File: src/rtl/bank_sched_pkg.sv
// Shared types and widths for the per-bank command scheduler.
package bank_sched_pkg;

  localparam int unsigned CNT_W  = 8;
  localparam int unsigned REFI_W = 16;

  typedef enum logic [4:0] {
    S_IDLE,
    S_OPEN,
    S_PRE,
    S_ACT,
    S_CAS,
    S_BURST,
    S_REF
  } sched_state_t;

  typedef enum logic [2:0] {
    CMD_NOP,
    CMD_ACT,
    CMD_PR,
    CMD_RD,
    CMD_WR,
    CMD_REF
  } cmd_t;

endpackage

File: src/rtl/sched_wait_ctr.sv
// Loadable down-counter that holds at zero. Used for command spacing and
// for the refresh interval.
module sched_wait_ctr import bank_sched_pkg::*; #(
  parameter int unsigned      Width  = CNT_W,
  parameter logic [Width-1:0] RstVal = '0
) (
  input  logic             clk,
  input  logic             rst,
  input  logic             load,
  input  logic [Width-1:0] load_val,
  output logic [Width-1:0] value,
  output logic             zero
);

  logic [Width-1:0] value_q;

  // Load wins; otherwise count down and saturate at zero.
  always_ff @(posedge clk or posedge rst) begin
    if (rst) begin
      value_q <= RstVal;
    end else if (load) begin
      value_q <= load_val;
    end else if (value_q != '0) begin
      value_q <= value_q - 1'b1;
    end
  end

  assign value = value_q;
  assign zero  = (value_q == '0);

endmodule

File: src/rtl/bank_cmd_sched.sv
// Per-bank command scheduler: sequences PR/ACT/RD/WR/REF with timed spacing,
// tracks the open row and inserts periodic refresh.
// Define BANK_CLOSED_PAGE_EN to precharge after every burst (closed-page policy);
// by default the row is left open (open-page policy).
module bank_cmd_sched #(
  parameter int unsigned T_CL   = 17,
  parameter int unsigned T_RCD  = 17,
  parameter int unsigned T_RP   = 17,
  parameter int unsigned T_RFC  = 34,
  parameter int unsigned BL     = 8,
  parameter int unsigned T_REFI = 7800,
  parameter int unsigned ROW_W  = 16,
  parameter int unsigned COL_W  = 10
) (
  input  logic             clk,
  input  logic             rst,
  input  logic             req_valid,
  output logic             req_ready,
  input  logic             req_rw,
  input  logic [ROW_W-1:0] req_row,
  input  logic [COL_W-1:0] req_col,
  output logic             cmd_act,
  output logic             cmd_pr,
  output logic             cmd_rd,
  output logic             cmd_wr,
  output logic             cmd_ref,
  output logic [ROW_W-1:0] cmd_row,
  output logic [COL_W-1:0] cmd_col,
  output logic             burst_act,
  output logic             rsp_valid,
  output logic             row_open,
  output logic             ref_pending
);
  import bank_sched_pkg::*;

  localparam logic [CNT_W-1:0]  LdCl   = CNT_W'(T_CL - 1);
  localparam logic [CNT_W-1:0]  LdRcd  = CNT_W'(T_RCD - 1);
  localparam logic [CNT_W-1:0]  LdRp   = CNT_W'(T_RP - 1);
  localparam logic [CNT_W-1:0]  LdRfc  = CNT_W'(T_RFC - 1);
  localparam logic [CNT_W-1:0]  LdBl   = CNT_W'(BL - 1);
  localparam logic [REFI_W-1:0] LdRefi = REFI_W'(T_REFI);

  sched_state_t     state_q, state_d;
  cmd_t             cmd_d, cas_cmd;
  logic             wait_ld, wait_zero, refi_zero, accept;
  logic [CNT_W-1:0] wait_ld_val, wait_ct;
  logic [REFI_W-1:0] refi_ct;
  logic             burst_d, rsp_d, req_pend_q, req_pend_d;
  logic             lat_rw_q;
  logic [ROW_W-1:0] lat_row_q, row_src;
  logic [COL_W-1:0] lat_col_q, col_src;

  sched_wait_ctr #(.Width(CNT_W), .RstVal('0)) u_wait_ctr (
    .clk      (clk),
    .rst      (rst),
    .load     (wait_ld),
    .load_val (wait_ld_val),
    .value    (wait_ct),
    .zero     (wait_zero)
  );

  sched_wait_ctr #(.Width(REFI_W), .RstVal(LdRefi)) u_refi_ctr (
    .clk      (clk),
    .rst      (rst),
    .load     (cmd_d == CMD_REF),
    .load_val (LdRefi),
    .value    (refi_ct),
    .zero     (refi_zero)
  );

  // Expiry in the current cycle already blocks acceptance so refresh wins the tie.
  assign req_ready = ((state_q == S_IDLE) || (state_q == S_OPEN)) && !ref_pending &&
                     (refi_ct != '0);
  assign accept    = req_valid && req_ready;
  assign row_src   = accept ? req_row : lat_row_q;
  assign col_src   = accept ? req_col : lat_col_q;
  assign cas_cmd   = (accept ? req_rw : lat_rw_q) ? CMD_WR : CMD_RD;

  // Next-state, command selection and wait-counter loads.
  always_comb begin
    state_d     = state_q;
    cmd_d       = CMD_NOP;
    wait_ld     = 1'b0;
    wait_ld_val = '0;
    burst_d     = 1'b0;
    rsp_d       = 1'b0;
    req_pend_d  = req_pend_q;
    unique case (state_q)
      S_IDLE: begin
        if (ref_pending) begin
          cmd_d = CMD_REF; state_d = S_REF; wait_ld = 1'b1; wait_ld_val = LdRfc;
        end else if (accept) begin
          cmd_d = CMD_ACT; state_d = S_ACT; wait_ld = 1'b1; wait_ld_val = LdRcd;
          req_pend_d = 1'b1;
        end
      end
      S_OPEN: begin
        if (ref_pending) begin
          cmd_d = CMD_PR; state_d = S_PRE; wait_ld = 1'b1; wait_ld_val = LdRp;
        end else if (accept) begin
          req_pend_d = 1'b1;
          wait_ld    = 1'b1;
          if (req_row == cmd_row) begin
            cmd_d = cas_cmd; state_d = S_CAS; wait_ld_val = LdCl;
          end else begin
            cmd_d = CMD_PR; state_d = S_PRE; wait_ld_val = LdRp;
          end
        end
      end
      S_PRE: begin
        // A request in flight reopens its row; otherwise this precharge was for refresh
        // or closed-page cleanup.
        if (wait_zero) begin
          if (req_pend_q) begin
            cmd_d = CMD_ACT; state_d = S_ACT; wait_ld = 1'b1; wait_ld_val = LdRcd;
          end else if (ref_pending) begin
            cmd_d = CMD_REF; state_d = S_REF; wait_ld = 1'b1; wait_ld_val = LdRfc;
          end else begin
            state_d = S_IDLE;
          end
        end
      end
      S_ACT: begin
        if (wait_zero) begin
          cmd_d = cas_cmd; state_d = S_CAS; wait_ld = 1'b1; wait_ld_val = LdCl;
        end
      end
      S_CAS: begin
        if (wait_zero) begin
          state_d = S_BURST; wait_ld = 1'b1; wait_ld_val = LdBl;
          burst_d = 1'b1;
          rsp_d   = (BL == 1);
        end
      end
      S_BURST: begin
        if (wait_zero) begin
          req_pend_d = 1'b0;
`ifdef BANK_CLOSED_PAGE_EN
          cmd_d = CMD_PR; state_d = S_PRE; wait_ld = 1'b1; wait_ld_val = LdRp;
`else
          state_d = S_OPEN;
`endif
        end else begin
          burst_d = 1'b1;
          rsp_d   = (wait_ct == CNT_W'(1));
        end
      end
      S_REF: begin
        if (wait_zero) begin
          state_d = S_IDLE;
        end
      end
      default: state_d = S_IDLE;
    endcase
  end

  // State, registered command pulses, address holding and refresh bookkeeping.
  always_ff @(posedge clk or posedge rst) begin
    if (rst) begin
      state_q     <= S_IDLE;
      req_pend_q  <= 1'b0;
      cmd_act     <= 1'b0;
      cmd_pr      <= 1'b0;
      cmd_rd      <= 1'b0;
      cmd_wr      <= 1'b0;
      cmd_ref     <= 1'b0;
      cmd_row     <= '0;
      cmd_col     <= '0;
      burst_act   <= 1'b0;
      rsp_valid   <= 1'b0;
      row_open    <= 1'b0;
      ref_pending <= 1'b0;
      lat_rw_q    <= 1'b0;
      lat_row_q   <= '0;
      lat_col_q   <= '0;
    end else begin
      state_q     <= state_d;
      req_pend_q  <= req_pend_d;
      cmd_act     <= (cmd_d == CMD_ACT);
      cmd_pr      <= (cmd_d == CMD_PR);
      cmd_rd      <= (cmd_d == CMD_RD);
      cmd_wr      <= (cmd_d == CMD_WR);
      cmd_ref     <= (cmd_d == CMD_REF);
      burst_act   <= burst_d;
      rsp_valid   <= rsp_d;
      ref_pending <= (ref_pending | refi_zero) & (cmd_d != CMD_REF);
      if (cmd_d == CMD_ACT) begin
        cmd_row  <= row_src;
        row_open <= 1'b1;
      end else if (cmd_d == CMD_PR) begin
        row_open <= 1'b0;
      end
      if ((cmd_d == CMD_RD) || (cmd_d == CMD_WR)) begin
        cmd_col <= col_src;
      end
      if (accept) begin
        lat_rw_q  <= req_rw;
        lat_row_q <= req_row;
        lat_col_q <= req_col;
      end
    end
  end

endmodule

File: config.mk
export PLATFORM = sky130hd
export DESIGN_NAME = bank_cmd_sched
export DESIGN_NICKNAME = d
export VERILOG_FILES = /design/src/rtl/bank_sched_pkg.sv /design/src/rtl/sched_wait_ctr.sv /design/src/rtl/bank_cmd_sched.sv
export SDC_FILE = /design/constraint.sdc
export NUM_CORES = 1
export LEC_CHECK = 0
export CAP_MARGIN = 10
export CORE_UTILIZATION = 54
export DETAILED_ROUTE_END_ITERATION = 7
export PLACE_DENSITY = 0.83
export RECOVER_POWER = 100
export SLEW_MARGIN = 20
export SYNTH_ARGS = -nofsm -noshare
export SYNTH_HDL_FRONTEND = slang
export SYNTH_HIERARCHICAL = 1
export SYNTH_SLANG_ARGS = --single-unit
File: constraint.sdc
create_clock -name clk -period 3.9 [get_ports clk]
set_clock_uncertainty 0.1 [all_clocks]
set_input_delay 0.975 -clock clk [delete_from_list [all_inputs] [get_ports clk]]
set_output_delay 0.975 -clock clk [all_outputs]
set_load 0.01 [all_outputs]
### After elaboration in Yosys (flattened, before gate mapping)

Cells that the tools add are included.
W data, S select, Z words.

| operators by class | value |
|---|---|
| add/subtract/negate cells | 2 |
| equality and inequality tests | 23 |
| bitwise logic cells | 2 |
| multiplexer cells | 57 |
| reductions and logical operators | 19 |

Operators by type and width:

| kind | number |
|---|---|
| $mux W5 | 12 |
| $mux W16 | 3 |
| $mux W3 | 13 |
| $pmux W5 S7 | 1 |
| $pmux W6 S5 | 1 |
| $mux W6 | 4 |
| $eq A16 B16 Y1 | 1 |
| $logic_not A16 Y1 | 1 |
| $mux W1 | 16 |
| $mux W8 | 2 |
| $reduce_bool A16 Y1 | 1 |
| $sub A16 B1 Y16 const B | 1 |
| $eq A5 B3 Y1 const B | 3 |
| $ne A2 B1 Y1 const B | 6 |
| $pmux W3 S4 | 1 |
| $eq A5 B2 Y1 const B | 2 |
| $mux W10 | 1 |
| $ne A3 B3 Y1 const B | 3 |
| $eq A8 B1 Y1 const B | 1 |
| $logic_not A8 Y1 | 1 |
| $reduce_bool A2 Y1 | 4 |
| $reduce_bool A8 Y1 | 1 |
| $sub A8 B1 Y8 const B | 1 |
| $reduce_and A7 Y1 | 1 |
| 15 further kinds | 22 |

| storage, ports and cells | value |
|---|---|
| input port bits | 30 |
| bits in registers | 92 |

### Logic depth before layout (Yosys ltp)

Gate-level depths: netlist of run 1.

| logic depth | value |
|---|---|
| depth in word-level cells | 14 |
| depth in mapped cells | 13 |
| depth with buffers taken out | 10 |

### Hierarchy

Netlist of run 1, hierarchy kept.

By module, submodules not included:

| module | area an instance (µm²) | instances | cells each |
|---|---|---|---|
| bank_cmd_sched | 2,935.3 | 1 | 228 |
| sched_wait_ctr (u_refi_ctr) | 992.2 | 1 | 108 |
| sched_wait_ctr (u_wait_ctr) | 496.7 | 1 | 56 |

### Worst setup path after synthesis of run 1

No wires, ideal clock.

| timing path | value |
|---|---|
| path kind | reg2reg |
| from | reg u_wait_ctr.value_q[0] (netlist: u_wait_ctr/value[0]) |
| to | reg u_wait_ctr.value_q[6] (netlist: u_wait_ctr/value[6]) |
| buffers on the path | 3 |
| slack | 0.881 ns |
| cell stages (with the launch flop) | 14 |
| arrival time | 2.842 ns |
| required time | 3.723 ns |
| setup time | 0.077 ns |
| period minus slack after synthesis | 3.019 ns |
| path through | dfrtp_1 -> inv_1 -> ha_1 -> or4b_1 -> buf_2 -> nor2_2 -> nand3_1 -> or2_2 -> and2_1 -> nand3_1 -> buf_1 -> clkbuf_1 -> a31oi_1 -> a21oi_1 |

| on the way | value |
|---|---|
| cells in the longest elaborated chain, start to end | 4 |
| elaborated cells on any way between the ends | 9 |
| classes of those cells | add/sub (1); mux (5); reduce/logical (3) |

Ends and longest elaborated chain:

| what | RTL line | text |
|---|---|---|
| from (decl) | sched_wait_ctr.sv:15 | `logic [Width-1:0] value_q;` |
| from (signal assigned) | sched_wait_ctr.sv:20 | `value_q <= RstVal;` |
| from (signal assigned) | sched_wait_ctr.sv:22 | `value_q <= load_val;` |
| from (signal assigned) | sched_wait_ctr.sv:24 | `value_q <= value_q - 1'b1;` |
| $logic_not A8 Y1 * | sched_wait_ctr.sv:29 | `assign zero = (value_q == '0);` |
| net wait_zero | bank_cmd_sched.sv:45 | `logic wait_ld, wait_zero, refi_zero, accept;` |
| $mux W1, on equally long branches | bank_cmd_sched.sv:124, bank_cmd_sched.sv:129, bank_cmd_sched.sv:113 |  |
| $pmux W1 S3 * | bank_cmd_sched.sv:88 | `unique case (state_q)` |
| net wait_ld | bank_cmd_sched.sv:45 |  |
| $mux W8 or $reduce_bool A2 Y1 (tied branches) | -- |  |

Mark *: on every way through the listed nets, which the timed path passes. The rest lies on a longest branch. The select of a mux whose other input is x is not followed.
A chain may end at the register's enable or synchronous reset.

### Final worst setup path of run 1

| timing path | value |
|---|---|
| from | reg u_refi_ctr.value_q[8] (netlist: u_refi_ctr/value[8]) |
| to | out req_ready |

| on the way | value |
|---|---|
| cells in the longest elaborated chain, start to end | 2 |

Ends and longest elaborated chain:

| what | RTL line | text |
|---|---|---|
| from (decl) | sched_wait_ctr.sv:15 |  |
| from (signal assigned) | sched_wait_ctr.sv:20 |  |
| from (signal assigned) | sched_wait_ctr.sv:22 |  |
| from (signal assigned) | sched_wait_ctr.sv:24 |  |
| $reduce_bool A16 Y1 | bank_cmd_sched.sv:73 | `(refi_ct != '0);` |
| $logic_and A1 B1 Y1 | bank_cmd_sched.sv:72 | `assign req_ready = ((state_q == S_IDLE) \|\| (state_q == S_OPEN)) && !ref_pending &&` |
| to (decl) | bank_cmd_sched.sv:18 | `output logic req_ready,` |

Every way passes these cells.

==> results of run 1 <==
## metrics by stage
step / hold WS, ns / area, um2
after detailed placement: 0.385 / 5260
after CTS: 0.405 / 5430
after global placement: 0.376 / 5260
final: 0.393 / 5390
after floorplan: 0.353 / 4490
after global routing: 0.423 / 5390
## layout by cell type (no fill, tap or decap), types with 3 or more instances in the layout
cell	instances
sky130_fd_sc_hd__a21oi_1	9
sky130_fd_sc_hd__a22o_1	4
sky130_fd_sc_hd__a31oi_1	4
sky130_fd_sc_hd__and3_1	5
sky130_fd_sc_hd__buf_4	3
sky130_fd_sc_hd__clkbuf_8	9
sky130_fd_sc_hd__clkdlybuf4s50_1	27
sky130_fd_sc_hd__conb_1	19
sky130_fd_sc_hd__dfrtp_1	82
sky130_fd_sc_hd__dfstp_2	8
sky130_fd_sc_hd__dlygate4sd3_1	38
sky130_fd_sc_hd__inv_1	13
sky130_fd_sc_hd__mux2_1	12
sky130_fd_sc_hd__mux2_2	42
sky130_fd_sc_hd__nand2_1	24
sky130_fd_sc_hd__nand2b_1	4
sky130_fd_sc_hd__nand3_1	6
sky130_fd_sc_hd__nand4_1	3
sky130_fd_sc_hd__nand4b_1	3
sky130_fd_sc_hd__nor2_1	25
sky130_fd_sc_hd__nor3_1	15
sky130_fd_sc_hd__nor4_1	11
sky130_fd_sc_hd__nor4b_1	3
sky130_fd_sc_hd__o21ai_0	11
sky130_fd_sc_hd__o31ai_1	10
sky130_fd_sc_hd__or3_1	4
sky130_fd_sc_hd__or4_1	4
sky130_fd_sc_hd__xnor2_1	9
sky130_fd_sc_hd__xor2_1	20
## report_power, final
group	leakage (nW)	internal, mW	total, mW	switching, mW
logic	1.13	0.739	1.37	0.631
clock network	0.0823	0.235	0.574	0.340
registers	1.08	1.33	1.67	0.334
total	2.29	2.31	3.61	1.30
## sequential cells by signal, summed over array words and instances, names as in the netlist
name              count
cmd_row              16
u_wait_ctr/value      8
ref_pending           1
cmd_ref               1
cmd_wr                1
burst_act             1
cmd_col              10
cmd_act               1
cmd_rd                1
cmd_pr                1
state_q               3
lat_rw_q              1
lat_row_q            16
u_refi_ctr/value     16
req_pend_q            1
row_open              1
rsp_valid             1
lat_col_q            10
## cell usage after synthesis (2+ instances only)
master	number
sky130_fd_sc_hd__a21oi_1	9
sky130_fd_sc_hd__a22o_1	4
sky130_fd_sc_hd__a311oi_1	2
sky130_fd_sc_hd__a31oi_1	4
sky130_fd_sc_hd__and2_1	2
sky130_fd_sc_hd__and3_1	5
sky130_fd_sc_hd__buf_2	5
sky130_fd_sc_hd__clkbuf_1	10
sky130_fd_sc_hd__conb_1	2
sky130_fd_sc_hd__dfrtp_1	82
sky130_fd_sc_hd__dfstp_2	8
sky130_fd_sc_hd__ha_1	2
sky130_fd_sc_hd__inv_1	13
sky130_fd_sc_hd__mux2_1	6
sky130_fd_sc_hd__mux2_2	48
sky130_fd_sc_hd__mux2i_1	2
sky130_fd_sc_hd__nand2_1	24
sky130_fd_sc_hd__nand2b_1	4
sky130_fd_sc_hd__nand3_1	6
sky130_fd_sc_hd__nand4_1	3
sky130_fd_sc_hd__nand4b_1	3
sky130_fd_sc_hd__nor2_1	25
sky130_fd_sc_hd__nor3_1	14
sky130_fd_sc_hd__nor4_1	11
sky130_fd_sc_hd__nor4b_1	3
sky130_fd_sc_hd__o21ai_0	11
sky130_fd_sc_hd__o21ai_2	2
sky130_fd_sc_hd__o31ai_1	10
sky130_fd_sc_hd__o41a_1	2
sky130_fd_sc_hd__o41ai_1	2
sky130_fd_sc_hd__or2_2	2
sky130_fd_sc_hd__or3_1	4
sky130_fd_sc_hd__or4_1	4
sky130_fd_sc_hd__or4b_1	2
sky130_fd_sc_hd__xnor2_1	9
sky130_fd_sc_hd__xor2_1	20
## area by class of cell
cell class              instances  share of cell area, %
clock buffers                   9                   2.30
inverters                      14                  0.974
multi-input cells             288                   38.8
flip-flops and latches         90                   41.9
repair buffers                 71                   12.7
well taps                     102                   2.37
clock inverters                 6                  0.928
## cells by family (layout without fill, tap and decap cells)
group / Yosys count / in the layout
buf+inv: 31 / 100
fa+ha+maj: 2 / 2
simple gates: 122 / 122
flops: 90 / 90
xor+xnor: 29 / 29
other cells: 2 / 19
compound gates: 60 / 60
mux: 56 / 56
## metal layers
| layer | global-route usage [%] | wire length, um |
|---|---|---|
| met1 | 31.1 | 4170 |
| met2 | 34.9 | 4140 |
| met3 | 5.25 | 537 |
| met4 | 8.85 | 72 |
| met5 | 0 | 0 |
## how the worst min path moves through the flow
stage / startpoint / endpoint
6_report: lat_col_q[0]$_DFF_PP0_ / lat_col_q[0]$_DFF_PP0_
5_1_grt: lat_row_q[15]$_DFF_PP0_ / lat_row_q[15]$_DFF_PP0_
4_1_cts: lat_row_q[9]$_DFF_PP0_ / lat_row_q[9]$_DFF_PP0_
3_5_place_dp: lat_row_q[9]$_DFF_PP0_ / lat_row_q[9]$_DFF_PP0_
3_3_place_gp: lat_row_q[14]$_DFF_PP0_ / lat_row_q[14]$_DFF_PP0_
2_1_floorplan: u_wait_ctr/value[1]$_DFFE_PP0P_ / rsp_valid$_DFF_PP0_
==> run metrics, run 1 <==
post-synthesis average cell area between 10 and 15 um2; multiplexer area fraction after synthesis between 10 and 15%; count of port buffers added during placement 65; drt first-iter violations between 150 and 200; count of unresolved DRC violations after routing 0; Sequential cell area 2260 um2; sort of element at the end of the critical path output pin; VDD IR-drop max between 400 and 500 uV; CTS tree yes; Die Y ~93 um; Chip Width 92.5 um; run status complete, no violations; fraction of synthesized cell area taken by the top area cell type a little under half; leading area contributor after synthesis sky130_fd_sc_hd__dfrtp_1; end point of the critical path req_ready; static power due to leakage 2.29 nW; xor-xnor portion of the synthesized cell area approximately 5.7%; Gate Count Post-Synth a little under 400; I/O Pins 66; fraction of the yosys area taken by sequential cells between 50% and 60%; First-pass DRT Iterations 4; Skew-Pair Late Insertion Delay ~0.36 ns; initial antenna violation count 0; final period utilization 90.9%; slew of the pin with the lowest slew margin between 1 and 1.5 ns; max-slew violation count 0; largest fanout on the critical path 5; area delta synth->final 21.9%; Setup WS post-layout 0.355 ns; standard cell core area ~8000 um2; floorplan die area approximately 8600 um2; Finished Core Util between 60% and 70%; data arrival time of the critical path 2.47 ns; Final Critical Period roughly 3.5 ns; largest delay contributor family on the critical path buffers and inverters; Max-slew headroom between 20% and 30%; share of the synthesized area in compound gates (AO/OA/AOI/OAI) about a tenth; post-route setup TNS 0 ns; data required time at the worst endpoint roughly 2.8 ns; CTS clock-pin slew for the worst setup and hold paths around 0.1 ns; adder-cell area share of the yosys netlist less than 1%; non-filler instance count after layout 580; cells resized by post-CTS repair 0; total power per unit cell area ~670 nW/um2; fill count 588; H-tree Lvls 3; number of cells after detailed placement roughly 570; Max-cap violations 0; Worst R2R Start u_wait_ctr/value[0]$_DFFE_PP0P_; number of cells on the worst reg-to-reg path 11; Synth Flop Type sky130_fd_sc_hd__dfrtp_1; Synth Register Bits 90; final-report setup violation count 0; detailed placement HPWL about 6400 um; row count 32; Syn. warnings 6; power consumption between 3 and 4 mW; Max Buffers Root-to-Sink 2; cts bufs inserted 9; GRT overflow 0; drt wl/cell between 15 and 20 um; setup repair after global routing missed its margin no; Critical path origin u_refi_ctr/value[8]$_DFFE_PP0P_; antenna cells 0; global-route wire length before repair 15100 um; crit path cell chain nor4_1, a41oi_1, dlygate4sd3_1; max frequency around 0.28 GHz; largest net degree at the start of global routing between 40 and 50; dpl ws between 0.3 and 0.4 ns; post-CTS repair timing setup buffer count 0; vias in the first global route around 3200; number of antenna-violating nets in the routed design 0; root buf cell sky130_fd_sc_hd__clkbuf_8; count of different cell masters after synthesis 63; share of cells above drive strength 1 about 17%; logic depth of the worst setup path including buffers 3; slowest stage delay, CP approximately 0.71 ns; mean number of vias per cell 5.66; area used by multi-input combinational logic about 2100 um2; FFs w/ async S/R, synth between 90% and 100%; classification of the worst setup path flop to output pin; number of clock sinks seen by CTS 90; main combinational cell family by area after synthesis simple AND/OR/NAND/NOR gates; dominant cells by area after synthesis sky130_fd_sc_hd__dfrtp_1 46%, sky130_fd_sc_hd__mux2_2 12%, sky130_fd_sc_hd__dfstp_2 4.8%; Post-Synthesis Cell Area about 4400 um2; cts hold-fix bufs 0; GRT Resource Usage Total a little under a quarter; gpl congestion 0.844; initial standard-cell utilization of the core approximately 57%; buffering stage count on the worst path with inverters included 1; Nets slightly above 500; CP max-delay cell sky130_fd_sc_hd__dlygate4sd3_1; count of flip-flops with a built-in enable after synthesis 0; CP startpoint kind flop; reg-to-reg critical path endpoint u_wait_ctr/value[5]$_DFFE_PP0P_; number of cells on the worst hold path 1; Hold WC Path Type flop to flop; number of vias in the routed layout roughly 3300; simple-gate portion of the synthesized area 15.3%; count of endpoints failing hold in the final timing report 0; reg-to-reg slack, setup between 0.4 and 0.5 ns; total wirelength of the detailed-routed design between 8000 and 9000 um
Note: power is estimated with default switching activity, not from simulation.
==> run 2, diff against run 1 <==
- CAP_MARGIN: 10 -> 5
- CORE_UTILIZATION: 54 -> 58
- PLACE_DENSITY: 0.83 -> 0.88
- RECOVER_POWER: 100 -> not set
- clock period: 3.9 -> 4.6 ns (I/O delays scaled with it)
==> run metrics, run 2 (synthesis gave the netlist of run 1 again) <==
global-route wire length before repair 14900 um (-1.5%); GRT Resource Usage Total 25.0% (+2.3 points); cts hold-fix bufs 0 (unchanged); max-slew violation count 0 (unchanged); First-pass DRT Iterations 5 (+1); classification of the worst setup path flop to output pin; VDD IR-drop max 377 uV (-5.9%); floorplan die area 7980 um2 (-6.7%); count of unresolved DRC violations after routing 0 (unchanged); max frequency between 0.2 and 0.3 GHz; total power per unit cell area 587 nW/um2 (-12%); H-tree Lvls 3 (unchanged); initial antenna violation count 0 (unchanged); data arrival time of the critical path 2.36 ns (-0.11 ns); commonest non-fill, non-tap cell in the layout sky130_fd_sc_hd__dfrtp_1; final-report setup violation count 0 (unchanged); largest fanout on the critical path 5 (unchanged); Hold WC Path Type flop to flop; number of clock sinks seen by CTS 90 (unchanged); CTS tree yes; number of vias in the routed layout 3346 (+2.0%); CTS clock-pin slew for the worst setup and hold paths 0.09 ns (about the same); slew of the pin with the lowest slew margin 0.841 ns (-0.276 ns); number of antenna-violating nets in the routed design 0 (unchanged); Max-slew headroom 43.4% (+18 points); sort of element at the end of the critical path output pin; initial standard-cell utilization of the core 60.4% (+3.7 points); run status complete, no violations; drt wl/cell 16.0 um (+4.4%); post-route setup TNS 0 ns (unchanged); final period utilization 78.5%; largest net degree at the start of global routing 40 (-17%); most frequent cells in the layout 82 x sky130_fd_sc_hd__dfrtp_1, 65 x sky130_fd_sc_hd__clkdlybuf4s50_1, 48 x sky130_fd_sc_hd__mux2_2; share of cells above drive strength 1 19.0% (+2.3 points); area used by multi-input combinational logic 2110 um2 (+0.72%); antenna cells 0 (unchanged); Die Y 89.3 um (-3.4%); Max-cap violations 0 (unchanged); post-CTS repair timing setup buffer count 0 (unchanged); row count 31 (-3.1%); number of cells after detailed placement 562 (-0.53%); Nets 506 (unchanged); static power due to leakage 2.26 nW (-1.5%); gpl congestion 0.908 (+7.5%); Final Critical Period around 3.6 ns; CP startpoint kind flop; total wirelength of the detailed-routed design 9280 um (+4.0%); Skew-Pair Late Insertion Delay 0.36 ns (about the same); vias in the first global route 3123 (-1.7%); mean number of vias per cell 5.79 (+2.3%); count of port buffers added during placement 65 (unchanged); non-filler instance count after layout 578 (-0.34%); GRT overflow 0 (unchanged); data required time at the worst endpoint 3.35 ns (+0.53 ns); area delta synth->final 23.0%; detailed placement HPWL 6550 um (+2.3%); I/O Pins 66 (unchanged); fill count 477 (-19%); Chip Width 89.3 um (-3.4%); power consumption 3.20 mW (-12%); Max Buffers Root-to-Sink 2 (unchanged); setup repair after global routing missed its margin no; cts bufs inserted 9 (unchanged); root buf cell sky130_fd_sc_hd__clkbuf_8; drt first-iter violations 177 (+5.4%); Sequential cell area 2260 um2 (unchanged); count of endpoints failing hold in the final timing report 0 (unchanged); cells resized by post-CTS repair 0 (unchanged); standard cell core area 7330 um2 (-6.1%)
[run 2: worst paths after layout]
check	startpoint	end	slack [ns]	cells after the start
setup / recovery	u_refi_ctr/value[8]$_DFFE_PP0P_	req_ready	0.99	3
hold / removal	lat_row_q[15]$_DFF_PP0_	lat_row_q[15]$_DFF_PP0_	0.40	1
setup reg to reg	u_wait_ctr/value[0]$_DFFE_PP0P_	u_wait_ctr/value[7]$_DFFE_PP0P_	1.06	10
hold reg to reg	lat_row_q[15]$_DFF_PP0_	lat_row_q[15]$_DFF_PP0_	0.40	1
max in group asynchronous	rst	cmd_act$_DFF_PP0_	2.48	3
min in group asynchronous	rst	u_wait_ctr/value[1]$_DFFE_PP0P_	1.03	2
[run 2: where the power goes]
group          leakage (nW)  switching [mW]  internal [mW]
Clock                0.0975           0.286          0.257
Combinational          1.08           0.543          0.678
Sequential             1.08           0.301           1.13
Total                  2.26            1.13           2.07
[run 2: layout make-up]
class / count / share of cell area (%)
tap: 99 / 2.28
inverter: 14 / 0.966
clock buffer: 10 / 2.35
timing repair buffer: 71 / 12.8
clock inverter: 6 / 1.33
sequential: 90 / 41.6
multi-input combinational: 288 / 38.7
[run 2: metal layers]
metal	wire (um)	global-route usage, %	part of all wire, %
met1	3880	31.4	42
met2	4540	40.6	49
met3	677	8.40	7.3
met4	171	8.51	1.8
met5	0	0	0
[run 2: through the flow]
step	area, um2	hold WS [ns]	util (%)	worst slack (ns)
2_1_floorplan	4490	0.353	-	1.42
3_3_place_gp	5240	0.376	71.5	0.809
3_5_place_dp	5240	0.382	71.5	0.732
4_1_cts	5440	0.403	74.2	0.981
5_1_grt	5440	0.420	74.2	0.800
6_report	5440	0.399	74.2	0.990
[run 2: worst max-delay path: stages, from the launching register on]
cell                              delay (ns)
sky130_fd_sc_hd__dfrtp_1                0.45
sky130_fd_sc_hd__nor4_1                 0.62
sky130_fd_sc_hd__a41oi_1                0.36
sky130_fd_sc_hd__clkdlybuf4s50_1        0.57
